## src/rtl/gpio_cmd_pkg.sv

```systemverilog
// gpio_cmd_pkg
// Shared definitions for the GPIO command sequencer: the sequencer state
// encoding, the field positions inside the PS control word, the bit
// positions inside the low nibble of the status word, and a small helper
// that assembles that nibble from named flags.
package gpio_cmd_pkg;

   // Sequencer states: waiting for a new seq, offering the command to the
   // datapath, and waiting for the datapath's completion pulse.
   typedef enum logic [1:0] {
      IDLE  = 2'd0,
      ISSUE = 2'd1,
      WAIT  = 2'd2
   } cmdState_t;

   // Control word layout: [31:24] seq, [23:16] opcode, [15:0] arg.
   localparam int SEQ_LSB = 24;
   localparam int SEQ_MSB = 31;
   localparam int OP_LSB  = 16;
   localparam int OP_MSB  = 23;
   localparam int ARG_LSB = 0;
   localparam int ARG_MSB = 15;

   // Status word low nibble bit positions.
   localparam int STAT_DONE = 0;
   localparam int STAT_BUSY = 1;
   localparam int STAT_ERR  = 2;
   localparam int STAT_TO   = 3;

   // Builds the status flag nibble from individual flags so callers never
   // depend on the raw bit ordering.
   function automatic logic [3:0] makeStatusBits(input logic done,
                                                 input logic busyFlag,
                                                 input logic err,
                                                 input logic timeout);
      logic [3:0] bits;
      bits            = 4'b0000;
      bits[STAT_DONE] = done;
      bits[STAT_BUSY] = busyFlag;
      bits[STAT_ERR]  = err;
      bits[STAT_TO]   = timeout;
      return bits;
   endfunction

endpackage

```

## src/rtl/gpio_cmd_timer.sv

```systemverilog
// gpio_cmd_timer
// Clear/enable counter with a terminal-count flag, used as the ISSUE+WAIT
// watchdog of the command sequencer. The whole module only exists when
// GPIO_CMD_TIMEOUT_EN is defined, so the default build carries no orphan
// module alongside the sequencer.
//
// Parameters:
//   WIDTH    - counter width
//   TERMINAL - count value at which atTerminal is raised
// Ports:
//   clock      in  1 - clock
//   reset      in  1 - asynchronous active-high reset
//   clear      in  1 - synchronous clear, has priority over enable
//   enable     in  1 - count up by one this cycle
//   atTerminal out 1 - count currently equals TERMINAL
`ifdef GPIO_CMD_TIMEOUT_EN
module gpio_cmd_timer #(
   parameter int WIDTH    = 24,
   parameter int TERMINAL = 999_999
) (
   input  logic clock,
   input  logic reset,
   input  logic clear,
   input  logic enable,
   output logic atTerminal
);

   logic [WIDTH-1:0] count;

   // Counter register: a clear restarts the budget for a fresh command,
   // otherwise the count advances on every enabled cycle and simply holds
   // while the sequencer sits idle.
   always_ff @(posedge clock or posedge reset) begin
      if (reset) begin
         count <= '0;
      end else if (clear) begin
         count <= '0;
      end else if (enable) begin
         count <= count + WIDTH'(1);
      end
   end

   assign atTerminal = (count == WIDTH'(TERMINAL));

endmodule
`endif

```

## src/rtl/gpio_cmd_handshake.sv

```systemverilog
// gpio_cmd_handshake
// Command sequencer downstream of the GPIO register array. It watches the
// PS control word for a new, stable, nonzero sequence number, offers the
// latched opcode/argument to a PL datapath over a valid/ready handshake,
// waits for the datapath's completion pulse and reports the outcome in a
// status word that software polls.
//
// Optional feature macro: GPIO_CMD_TIMEOUT_EN builds a watchdog that aborts
// a command after TIMEOUT_CYCLES cycles in ISSUE+WAIT and flags status[3].
// Without it the sequencer waits indefinitely and status[3] is always 0.
//
// Parameters:
//   TIMEOUT_CYCLES - ISSUE+WAIT cycle budget (2..2^24-1), timeout build only
//   TO_WIDTH       - watchdog counter width, timeout build only
// Ports:
//   aclk        in  1  - clock
//   areset      in  1  - asynchronous active-high reset
//   ctrl_word   in  32 - {seq, opcode, arg} from the register array
//   status_word out 32 - {seq echo, opcode echo, 12'h0, to, err, busy, done}
//   cmd_valid   out 1  - command offered to the datapath
//   cmd_ready   in  1  - datapath accepts the command
//   cmd_op      out 8  - latched opcode
//   cmd_arg     out 16 - latched argument
//   resp_done   in  1  - single-cycle completion pulse
//   resp_err    in  1  - error flag, qualified by resp_done
//   busy        out 1  - a command is in ISSUE or WAIT
module gpio_cmd_handshake
   import gpio_cmd_pkg::*;
#(
   parameter int TIMEOUT_CYCLES = 1_000_000,
   parameter int TO_WIDTH       = 24
) (
   input  logic        aclk,
   input  logic        areset,
   input  logic [31:0] ctrl_word,
   output logic [31:0] status_word,
   output logic        cmd_valid,
   input  logic        cmd_ready,
   output logic [7:0]  cmd_op,
   output logic [15:0] cmd_arg,
   input  logic        resp_done,
   input  logic        resp_err,
   output logic        busy
);

   cmdState_t   state;
   cmdState_t   nextState;
   logic [31:0] ctrlQ;
   logic [7:0]  lastSeq;
   logic [7:0]  statusSeq;
   logic [7:0]  statusOp;
   logic [3:0]  statusBits;
   logic [7:0]  newSeq;
   logic [7:0]  newOp;
   logic [15:0] newArg;
   logic        accept;
   logic        respSeen;
   logic        timedOut;

   assign newSeq = ctrl_word[SEQ_MSB:SEQ_LSB];
   assign newOp  = ctrl_word[OP_MSB:OP_LSB];
   assign newArg = ctrl_word[ARG_MSB:ARG_LSB];

   // Completion only counts while waiting; a pulse during ISSUE, including
   // the handshake cycle itself, is deliberately dropped.
   assign respSeen = (state == WAIT) && resp_done;

`ifdef GPIO_CMD_TIMEOUT_EN
   logic timerTerminal;

   // Watchdog restarts on every accepted command and only runs while a
   // command is outstanding. A completion arriving in the terminal cycle
   // takes precedence so a finished command is never reported as aborted.
   gpio_cmd_timer #(
      .WIDTH    (TO_WIDTH),
      .TERMINAL (TIMEOUT_CYCLES - 1)
   ) timerInst (
      .clock      (aclk),
      .reset      (areset),
      .clear      (accept),
      .enable     (state != IDLE),
      .atTerminal (timerTerminal)
   );

   assign timedOut = (state != IDLE) && timerTerminal && !respSeen;
`else
   assign timedOut = 1'b0;
`endif

   // State register. Reset returns to IDLE immediately, which also drops
   // cmd_valid and busy without waiting for a clock edge.
   always_ff @(posedge aclk or posedge areset) begin
      if (areset) begin
         state <= IDLE;
      end else begin
         state <= nextState;
      end
   end

   // Next-state logic. A command is accepted only from IDLE when the control
   // word has been stable for a full cycle (so a half-written word from the
   // PS is never sampled), its seq is nonzero, and the seq differs from the
   // last one issued. A seq written while busy therefore waits here until the
   // sequencer returns to IDLE, acting as a one-deep pending slot.
   always_comb begin
      nextState = state;
      accept    = 1'b0;
      case (state)
         IDLE: begin
            if ((ctrl_word == ctrlQ) && (newSeq != 8'h00) && (newSeq != lastSeq)) begin
               accept    = 1'b1;
               nextState = ISSUE;
            end
         end
         ISSUE: begin
            if (timedOut) begin
               nextState = IDLE;
            end else if (cmd_ready) begin
               nextState = WAIT;
            end
         end
         WAIT: begin
            if (respSeen || timedOut) begin
               nextState = IDLE;
            end
         end
         default: nextState = IDLE;
      endcase
   end

   // Datapath registers: the one-cycle-old control sample used for the
   // stability check, the latched command operands, the last issued seq and
   // the status fields. Done/error/timeout flags are only rewritten by the
   // next accept, so software can read the result at leisure.
   always_ff @(posedge aclk or posedge areset) begin
      if (areset) begin
         ctrlQ      <= '0;
         lastSeq    <= '0;
         cmd_op     <= '0;
         cmd_arg    <= '0;
         statusSeq  <= '0;
         statusOp   <= '0;
         statusBits <= '0;
      end else begin
         ctrlQ <= ctrl_word;
         if (accept) begin
            lastSeq    <= newSeq;
            cmd_op     <= newOp;
            cmd_arg    <= newArg;
            statusSeq  <= newSeq;
            statusOp   <= newOp;
            statusBits <= makeStatusBits(1'b0, 1'b1, 1'b0, 1'b0);
         end else if (respSeen) begin
            statusBits <= makeStatusBits(1'b1, 1'b0, resp_err, 1'b0);
         end else if (timedOut) begin
            statusBits <= makeStatusBits(1'b1, 1'b0, 1'b1, 1'b1);
         end
      end
   end

   // Handshake outputs follow the state directly so they clear as soon as
   // reset asserts.
   assign cmd_valid   = (state == ISSUE);
   assign busy        = (state != IDLE);
   assign status_word = {statusSeq, statusOp, 12'h000, statusBits};

endmodule

```

## config.mk

```make
export PLATFORM = sky130hd
export DESIGN_NAME = gpio_cmd_handshake
export DESIGN_NICKNAME = d
export VERILOG_FILES = /design/src/rtl/gpio_cmd_pkg.sv /design/src/rtl/gpio_cmd_timer.sv /design/src/rtl/gpio_cmd_handshake.sv
export SDC_FILE = /design/constraint.sdc
export NUM_CORES = 1
export LEC_CHECK = 0
export CAP_MARGIN = 30
export CORE_ASPECT_RATIO = 1.4
export CORE_MARGIN = 5
export CORE_UTILIZATION = 46
export DETAILED_ROUTE_END_ITERATION = 6
export HOLD_SLACK_MARGIN = 0.06
export PLACE_DENSITY = 0.82
export SYNTH_ARGS = -nofsm -noshare
export SYNTH_HDL_FRONTEND = slang
export SYNTH_SLANG_ARGS = --single-unit
```

## constraint.sdc

```tcl
create_clock -name aclk -period 2.5 [get_ports aclk]
set_input_delay 0.5 -clock aclk [delete_from_list [all_inputs] [get_ports aclk]]
set_output_delay 0.5 -clock aclk [all_outputs]
set_load 0.05 [all_outputs]
```

==> flow_summary.ini <==
[finish]
multi_input_area_um2 = 1060
finalInstanceArea_um2 = 4240
regArea_um2 = 1730
final.fill_count = 444
final_nets = 355
drive_gt1_share_pct = 28.8
fin_cells = 395
area_growth_pct = 46.5
diodes = 0

[synthesis]
synth_area_leaders = dfrtp_1 60%, xor2_1 9.7%, mux2_4 8.8%
synth_edf_count = 0
synth_cells = 202
synth_most_common_cell = dfrtp_1
syn_area_um2 = 2900
ys_seq_elements = 69
synth_top_area_cell = dfrtp_1
ys_async_sr_fraction_pct = 100
synth_top_flop_cell = dfrtp_1
syn_area_per_cell_um2 = 14.3
ys_types = 25
synthTopCellsByCount = 69 x dfrtp_1, 32 x xor2_1, 21 x buf_4
yosys_warnings = 0
yosysTopAreaCellShare_pct = 59.6
yosysSeqAreaShare_pct = 59.6

[timing]
max_slew_margin_pct = 60.2
hold_viol_final = 0
fmax_mhz = 413
period_share_pct = 96.9
finClkSkew_ns = 0.00883
final-max-slew-violation-count = 0
fin_crit_ns = 2.42
setup_violations = 0
worstMarginPinSlew_ns = 0.596
hold-worst-slack_ns = 0.352

[routing]
viasPerCell = 4.73
drc = 0
vias = 1870
ant_nets = 0
routed_wirelength_um = 6200
routedWlPerCell_um = 15.7
dr.pass1.iters = 5
drt_first_iter_violations = 59

[die]
core.rowCount = 34
die-area_um2 = 8000
ios = 95
die_height_um = 104
initial_core_util_pct = 46.9
core_um2 = 6170
die_w_um = 77.1

[setup_path]
arrival_ns = 2.64
start_kind = input port
crit_type = input port to register
setup.worst_path.end_class = register
crit_path_max_fanout = 5
required_ns = 2.72

[worst_hold_path]
hold_path.class = input port to register

[grt]
grt_util_met1_pct = 18.0
busiest_layer = met2
grt_max_degree = 43
grt-ovfl-total = 0
antenna_found_initial = 0
grt_first_pass_wirelength_um = 9990
grt_pass1_vias = 2064
grt_use_met2_pct = 27.5
grt.total_usage_pct = 15.8
grt_util_met3_pct = 3.90

[clock_tree]
clk_latency_ns = 0.34
cts_max_level = 3
clk_transition_reported_paths_ns = 0.07
cts.path.max_buffers = 2
cts_inserted_buffers = 9
cts_tree = done
cts_sinks = 69
cts_hold_buf = 0
cts_root_buf = clkbuf_8
postCtsSetupBuffers = 0

[place]
placed_cell_area_um2 = 3960
dpl.hpwl_um = 4740
dpl.cell_count = 379
io_buffers = 81
gp_congestion = 0.713

[power_and_ir_drop]
cellPowerDensity_nw_per_um2 = 570
finalPower_w = 0.00242
p_leak_nw = 2.04
peakVddDrop_uv = 403

[outcome]
status = complete, no violations

[flow_run]
cap_violations = 0
per-layer routing:
| metal | up-vias | share of wire, % |
|---|---|---|
| met5 | - | 0 |
| met2 | 57 | 54 |
| met1 | 930 | 39 |
| met4 | 0 | 1.8 |
| met3 | 10 | 5.3 |
| li1 | 873 | - |
logic make-up after synthesis:
group / synth area share (%)
other: 0.130
multiplexers: 14.6
AO/OA/AOI/OAI: 1.08
buffers and inverters: 7.09
flip-flops: 59.6
XOR/XNOR: 12.1
AND/OR/NAND/NOR: 5.32
metrics by stage:
stage	setup TNS (ns)	setup WS, ns	util, %
3_5_place_dp	-14.20	-0.436	64.2
4_1_cts	0	0.00217	68.1
5_1_grt	-0.0561	-0.0185	68.8
6_report	0	0.0773	68.8
2_1_floorplan	0	0.177	-
3_3_place_gp	-13.13	-0.407	64.2
timing repair:
item                                    in CTS  in global routing
endpoints found under the setup margin      32                 32
resized for setup                            7                 10
pin swaps                                    2                  7
sequential cells by signal, indices dropped and copies added, names as in the netlist:
signal	flops
ctrlQ	32
statusSeq	8
cmd_arg	16
statusBits	3
statusOp	8
state	2
final timing paths:
| kind | start | to | slack (ns) | cells past startpoint |
|---|---|---|---|---|
| max in group asynchronous | areset | statusSeq[3]$_DFFE_PP0P_ | 1.32 | 3 |
| min in group asynchronous | areset | cmd_arg[5]$_DFFE_PP0P_ | 0.55 | 2 |
| hold / removal | ctrl_word[4] | ctrlQ[4]$_DFF_PP0_ | 0.35 | 1 |
| setup reg to reg | ctrlQ[15]$_DFF_PP0_ | cmd_arg[13]$_DFFE_PP0P_ | 0.23 | 8 |
| setup / recovery | ctrl_word[20] | cmd_arg[13]$_DFFE_PP0P_ | 0.08 | 8 |
| hold reg to reg | statusBits[1]$_DFFE_PP0P_ | statusBits[1]$_DFFE_PP0P_ | 0.49 | 2 |
layout by cell type (no fill, tap or decap):
cell type        instances
buf_12                   2
nor4_4                   1
inv_1                    3
bufinv_16                2
mux2_4                  17
mux2_1                   1
clkbuf_8                11
nand2_1                  4
conb_1                  13
a211oi_1                 1
xnor2_1                  8
inv_2                    1
dfrtp_1                 69
nand3b_1                 1
nor4_1                   3
clkdlybuf4s50_1         72
or2_1                    1
clkbuf_1                 1
nand3_1                  1
nor4_2                   6
o21ai_0                  3
xor2_1                  32
or4_1                    1
nor3_2                   1
nand4_1                  3
dlymetal6s2s_1           5
clkinv_2                 2
nand2b_1                 2
nor2_1                   2
buf_4                   34
buf_6                    1
dlygate4sd2_1            4
mux2_2                  14
a31o_2                   1
critical path, stage by stage:
cell	delay (ns)
clkdlybuf4s50_1	0.45
xor2_1	0.16
nor4_2	0.28
nand3_1	0.15
buf_4	0.17
nor4_4	0.34
buf_4	0.23
mux2_2	0.35
final cells by class:
type	instances	area share [%]
sequential	69	40.7
timing repair buffer	118	26.5
multi-input combinational	116	25.0
clock buffer	12	3.66
tap	72	2.12
clock inverter	4	1.65
inverter	4	0.354
power by group:
group          switching (W)  internal [W]  leakage (nW)
registers          0.0000126       0.00114         0.884
logic               0.000141      0.000114          1.04
clock network       0.000391      0.000613         0.116
No activity file was read; power rests on OpenSTA's default activity.
